[config.mk]
export PLATFORM = sky130hd
export DESIGN_NAME = nibble_pair_ctrl
export DESIGN_NICKNAME = d
export VERILOG_FILES = /design/src/rtl/nibble_pair_pkg.sv /design/src/rtl/nibble_pair_ctrl_concat.sv /design/src/rtl/nibble_pair_ctrl.sv
export SDC_FILE = /design/constraint.sdc
export NUM_CORES = 1
export LEC_CHECK = 0
export ABC_AREA = 1
export ABC_CLOCK_PERIOD_IN_PS = 2900
export BUFFER_PORTS_ARGS = -buffer_cell sky130_fd_sc_hd__buf_2
export CAP_MARGIN = 0
export CORE_MARGIN = 4
export CORE_UTILIZATION = 50
export CTS_CLUSTER_DIAMETER = 50
export CTS_CLUSTER_SIZE = 25
export DETAILED_ROUTE_END_ITERATION = 10
export PLACE_DENSITY = 0.86
export SYNTH_ARGS = -nofsm -noshare
export SYNTH_HDL_FRONTEND = slang
export SYNTH_SLANG_ARGS = --single-unit
[constraint.sdc]
create_clock -name clk -period 2.9 [get_ports clk]
set_clock_uncertainty 0.05 [all_clocks]
set_input_delay 0.58 -clock clk [delete_from_list [all_inputs] [get_ports clk]]
set_output_delay 0.58 -clock clk [all_outputs]
set_load 0.05 [all_outputs]
[src/rtl/nibble_pair_pkg.sv]
// nibble_pair_pkg: shared state encoding and widths for the nibble pairing block
package nibble_pair_pkg;
  localparam int NIBBLE_W = 4;
  localparam int BYTE_W = 8;
  typedef enum logic [1:0] {
    EMPTY = 2'd0,
    HALF  = 2'd1,
    FULL  = 2'd2
  } state_t;
endpackage

[src/rtl/nibble_pair_ctrl_concat.sv]
// nibble_pair_ctrl_concat: joins two nibbles into a byte with a in the upper half
module nibble_pair_ctrl_concat
  import nibble_pair_pkg::*;
(
  input  logic [NIBBLE_W-1:0] a,
  input  logic [NIBBLE_W-1:0] b,
  output logic [BYTE_W-1:0]   ab
);
  assign ab = {a, b};
endmodule

[src/rtl/nibble_pair_ctrl.sv]
// nibble_pair_ctrl: pairs a nibble stream into bytes with valid/ready handshakes on both sides
module nibble_pair_ctrl
  import nibble_pair_pkg::*;
#(
  parameter bit HI_FIRST = 1'b1,
  parameter int CNT_W = 8
) (
  input  logic                clk,
  input  logic                reset,
  input  logic                in_valid,
  output logic                in_ready,
  input  logic [NIBBLE_W-1:0] in_nibble,
  input  logic                in_last,
  output logic                out_valid,
  input  logic                out_ready,
  output logic [BYTE_W-1:0]   out_byte,
  output logic                out_pad,
  output logic [CNT_W-1:0]    byte_count,
  output logic                busy
);
  state_t state, state_nx;
  logic [NIBBLE_W-1:0] first, second;
  logic acc, consume, load_first, load_second;
  assign in_ready = (state != FULL) || out_ready;
  assign acc = in_valid && in_ready;
  assign consume = (state == FULL) && out_ready;
  assign load_first = acc && (state == EMPTY || state == FULL);
  assign load_second = acc && (state == HALF);
  assign out_valid = state == FULL;
  assign busy = state != EMPTY;
  // Next state: a consumed FULL behaves like EMPTY for the nibble accepted alongside it
  always_comb begin
    state_nx = EMPTY;
    state_nx = load_first ? (in_last ? FULL : HALF)
             : (state == HALF) ? (acc ? FULL : HALF)
             : (state == FULL) ? (out_ready ? EMPTY : FULL)
             : EMPTY;
  end
  // State, nibble storage, pad flag and consumed-byte counter
  always_ff @(posedge clk) begin
    if (reset) begin
      state <= EMPTY;
      first <= '0;
      second <= '0;
      out_pad <= 1'b0;
      byte_count <= '0;
    end else begin
      state <= state_nx;
      if (load_first) begin
        first <= in_nibble;
        second <= '0;
        out_pad <= in_last;
      end else if (load_second) begin
        second <= in_nibble;
        out_pad <= 1'b0;
      end
      if (consume) byte_count <= byte_count + CNT_W'(1);
    end
  end
  nibble_pair_ctrl_concat u_concat (
    .a (HI_FIRST ? first : second),
    .b (HI_FIRST ? second : first),
    .ab(out_byte)
  );
endmodule

==> results.py <==
metrics = {
    "run_status": {
        "status": "complete, no violations",
    },
    "floorplanning": {
        "rows": 14,
        "design.core.area_mm2": 0.001506,
        "initial_utilization_pct": 52.99,
        "floorplan.die.width_um": 47.96,
        "die_area_mm2": 0.002300,
        "boundaryPins": 29,
        "floorplan.die.height_um": 47.96,
    },
    "synthesis": {
        "yosys.area_share.adder_pct": 1.567,
        "avgSynthCellArea_um2": 7.324,
        "synth_seq_area_share_pct": 47.65,
        "synth_top_family_by_area": "simple AND/OR/NAND/NOR gates",
        "yosys-mux-area-fraction_pct": 0,
        "synth_enable_flop_cells": 0,
        "synth-main-ff-cell": "sky130_fd_sc_hd__dfxtp_1",
        "yosys_register_bits": 19,
        "yosys_warnings": 0,
        "cells_after_synthesis": 109,
        "async_reset_ff_share_pct": 0,
        "post_synth_xor_area_fraction_pct": 2.194,
        "synth_compound_area_share_pct": 11.29,
        "netlist_area_um2": 798.3,
        "post_synthesis_net_count": 119,
        "yosys.area_share.simple_pct": 30.72,
        "netlist-cell-type-count": 18,
    },
    "worst_setup_path": {
        "critical-path-max-stage-delay_ps": 470,
        "crit_family": "flip-flops",
        "cp-end-kind": "primary output",
        "crit_slowest_cell": "sky130_fd_sc_hd__dfxtp_1",
        "cp_data_arrival_time_ps": 1260,
        "crit-reg2reg-launch": "state[0]",
        "worstPathRequired_ps": 2270,
        "path_buf_inv": 2,
        "crit_path_cells": "inv_1, nor2_1, buf_2",
        "crit_path_start_kind": "flop",
        "timing_worst_setup_path_type": "reg2out",
        "worst-path-max-fanout": 6,
        "worst_setup_path_startpoint": "state[1]",
    },
    "sta": {
        "drv_slew": 0,
        "setup_repair_after_global_routing_missed_its_margin": "false",
        "worst_slew_margin_rel_pct": 75.67,
        "finalHoldWorstSlack_ps": 423.8,
        "clock.fmax_mhz": 528.6,
        "post-route-min-period_ps": 1892,
        "fin_setup_tns_ps": 0,
        "post-route-worst-setup-slack_ps": 1008,
        "final_setup_violation_count": 0,
        "layout_worst_path_cycle_share_pct": 65.23,
        "measured_slew_at_the_worst_slew_check_pin_ps": 363.0,
        "hold_viol_final": 0,
    },
    "layout": {
        "num_antenna_cells": 0,
        "nets": 151,
        "final-instance-count-excl-fill": 156,
        "drive_gt1_share_pct": 25.71,
        "syn_to_final_growth_pct": 23.04,
    },
    "global_route": {
        "global_route.overflow_total": 0,
        "grt_pass1_vias": 707,
        "wire_length_of_the_first_global_routing_pass_mm": 2.684,
        "grt_antenna_before_repair": 0,
        "global_route.usage.total_pct": 16.64,
        "pin_count_of_the_biggest_net_entering_global_routing": 12,
    },
    "power_and_ir_drop": {
        "power.static_leakage_nw": 0.4954,
        "worst_ir_drop_on_vdd_v": 0.0002630,
        "cellPowerDensity_mw_per_mm2": 514.9,
    },
    "route": {
        "detailedRoute.firstPassIterationCount": 3,
        "route.detailed.drc": 0,
        "post_drt_antenna_nets": 0,
        "viasPerCell": 4.974,
        "routedWlPerCell_um": 11.12,
        "first_iter_violations": 6,
        "postRouteWirelength_mm": 1.734,
        "route.vias.total": 776,
    },
    "clock_tree": {
        "cts_resized": 0,
        "clk_latency_ps": 290,
        "worst_setup_hold_path_clk_slew_ps": 110,
        "h-tree-depth": 1,
        "cts_post_setup_buffers_inserted": 0,
        "cts.hold.buffers_added": 0,
        "cts_buffers": 3,
        "cts.path.max_buffers": 2,
        "cts_tree": "done",
        "cts_root_buf": "sky130_fd_sc_hd__clkbuf_4",
        "clock_sinks": 19,
    },
    "placed_design": {
        "pre_cts_slack_ps": 1123,
        "dp_hpwl_mm": 1.379,
        "numPlacedInstances": 152,
        "place_congestion": 0.7542,
        "place.port_buffers": 28,
    },
    "run": {
        "max_cap_violations": 0,
    },
    "worst_hold_path": {
        "worst_hold_path_type": "reg2reg",
        "min-delay-start": "second[0]",
    },
}
==> final timing paths <==
check	to	slack [ps]	cells after the start
min reg2reg	second[0]	420	2
max reg2reg	out_pad	1580	5
max	out_valid	1010	3
min	second[0]	420	2
==> report_power, final <==
part / total (mW) / internal (mW) / leakage [nW] / switching, mW
registers: 0.279 / 0.271 / 0.155 / 0.00769
logic: 0.0937 / 0.0228 / 0.323 / 0.0709
clock network: 0.133 / 0.0514 / 0.0177 / 0.0819
total: 0.506 / 0.345 / 0.495 / 0.161
==> worst reg2reg max path, stage by stage, from the launching register on <==
cell                      delay [ps]
sky130_fd_sc_hd__dfxtp_1         370
sky130_fd_sc_hd__inv_1           130
sky130_fd_sc_hd__nor3_2          350
sky130_fd_sc_hd__inv_1           160
sky130_fd_sc_hd__nand2_1          90
sky130_fd_sc_hd__a21oi_1          60
==> flip-flops by register name (all words and copies together) (netlist names) <==
name,flops
byte_count,8
first,4
out_pad,1
second,4
state,2
==> cell families (layout without fill, tap and decap cells) <==
family,after synthesis,in the layout
AND/OR/NAND/NOR,56,56
AO/OA/AOI/OAI,17,17
XOR/XNOR,2,2
adder cells (fa/ha/maj),1,1
buffers and inverters,14,45
flip-flops,19,19
==> synthesized netlist by cell type, types with 2 or more instances <==
| cell | instances | share of area (%) |
|---|---|---|
| sky130_fd_sc_hd__nand2_1 | 22 | 10 |
| sky130_fd_sc_hd__nor2_1 | 21 | 9.9 |
| sky130_fd_sc_hd__dfxtp_1 | 19 | 48 |
| sky130_fd_sc_hd__inv_1 | 13 | 6.1 |
| sky130_fd_sc_hd__a21oi_1 | 10 | 6.3 |
| sky130_fd_sc_hd__o21ai_0 | 5 | 3.1 |
| sky130_fd_sc_hd__nand3_1 | 4 | 2.5 |
| sky130_fd_sc_hd__nand4_1 | 3 | 2.4 |
| sky130_fd_sc_hd__o21a_1 | 2 | 1.9 |
| sky130_fd_sc_hd__xor2_1 | 2 | 2.2 |
==> cell type report <==
cell class | instances | area (um^2)
Sequential cell | 19 | 380.4
Multi-Input combinational cell | 76 | 365.4
Tap cell | 16 | 20.02
Inverter | 13 | 48.80
Clock buffer | 3 | 22.52
Clock inverter | 1 | 5.005
Fill cell | 146 | 524.3
Timing Repair Buffer | 28 | 140.1
==> through the flow <==
stage                     power (mW)  area, um^2  utilization [%]
final                         0.5057       982.2            65.20
after global routing          0.5300       982.2            65.20
after CTS                     0.5079       982.2            65.20
after detailed placement      0.3785       954.7            63.37
after global placement        0.3762       954.7            63.37
after floorplan               0.3530       798.3                -
==> cell usage in the layout, fill, tap and decap left out, types with 2 or more instances in the layout <==
cell,synthesis,layout
sky130_fd_sc_hd__nand2_1,22,22
sky130_fd_sc_hd__nor2_1,21,21
sky130_fd_sc_hd__o21ai_0,5,5
sky130_fd_sc_hd__buf_2,0,28
sky130_fd_sc_hd__nand4_1,3,3
sky130_fd_sc_hd__inv_1,13,13
sky130_fd_sc_hd__a21oi_1,10,10
sky130_fd_sc_hd__nand3_1,4,4
sky130_fd_sc_hd__o21a_1,2,2
sky130_fd_sc_hd__dfxtp_1,19,19
sky130_fd_sc_hd__clkbuf_4,0,3
sky130_fd_sc_hd__xor2_1,2,2
==> metal layers <==
metal	share of wire, %	vias to the layer above	global-route usage, %
li1	-	410	-
met1	43	345	17.98
met2	50	19	31.13
met3	5.8	2	3.383
met4	0.69	0	6.452
met5	0	-	0
Note: power is estimated with default switching activity, not from simulation.
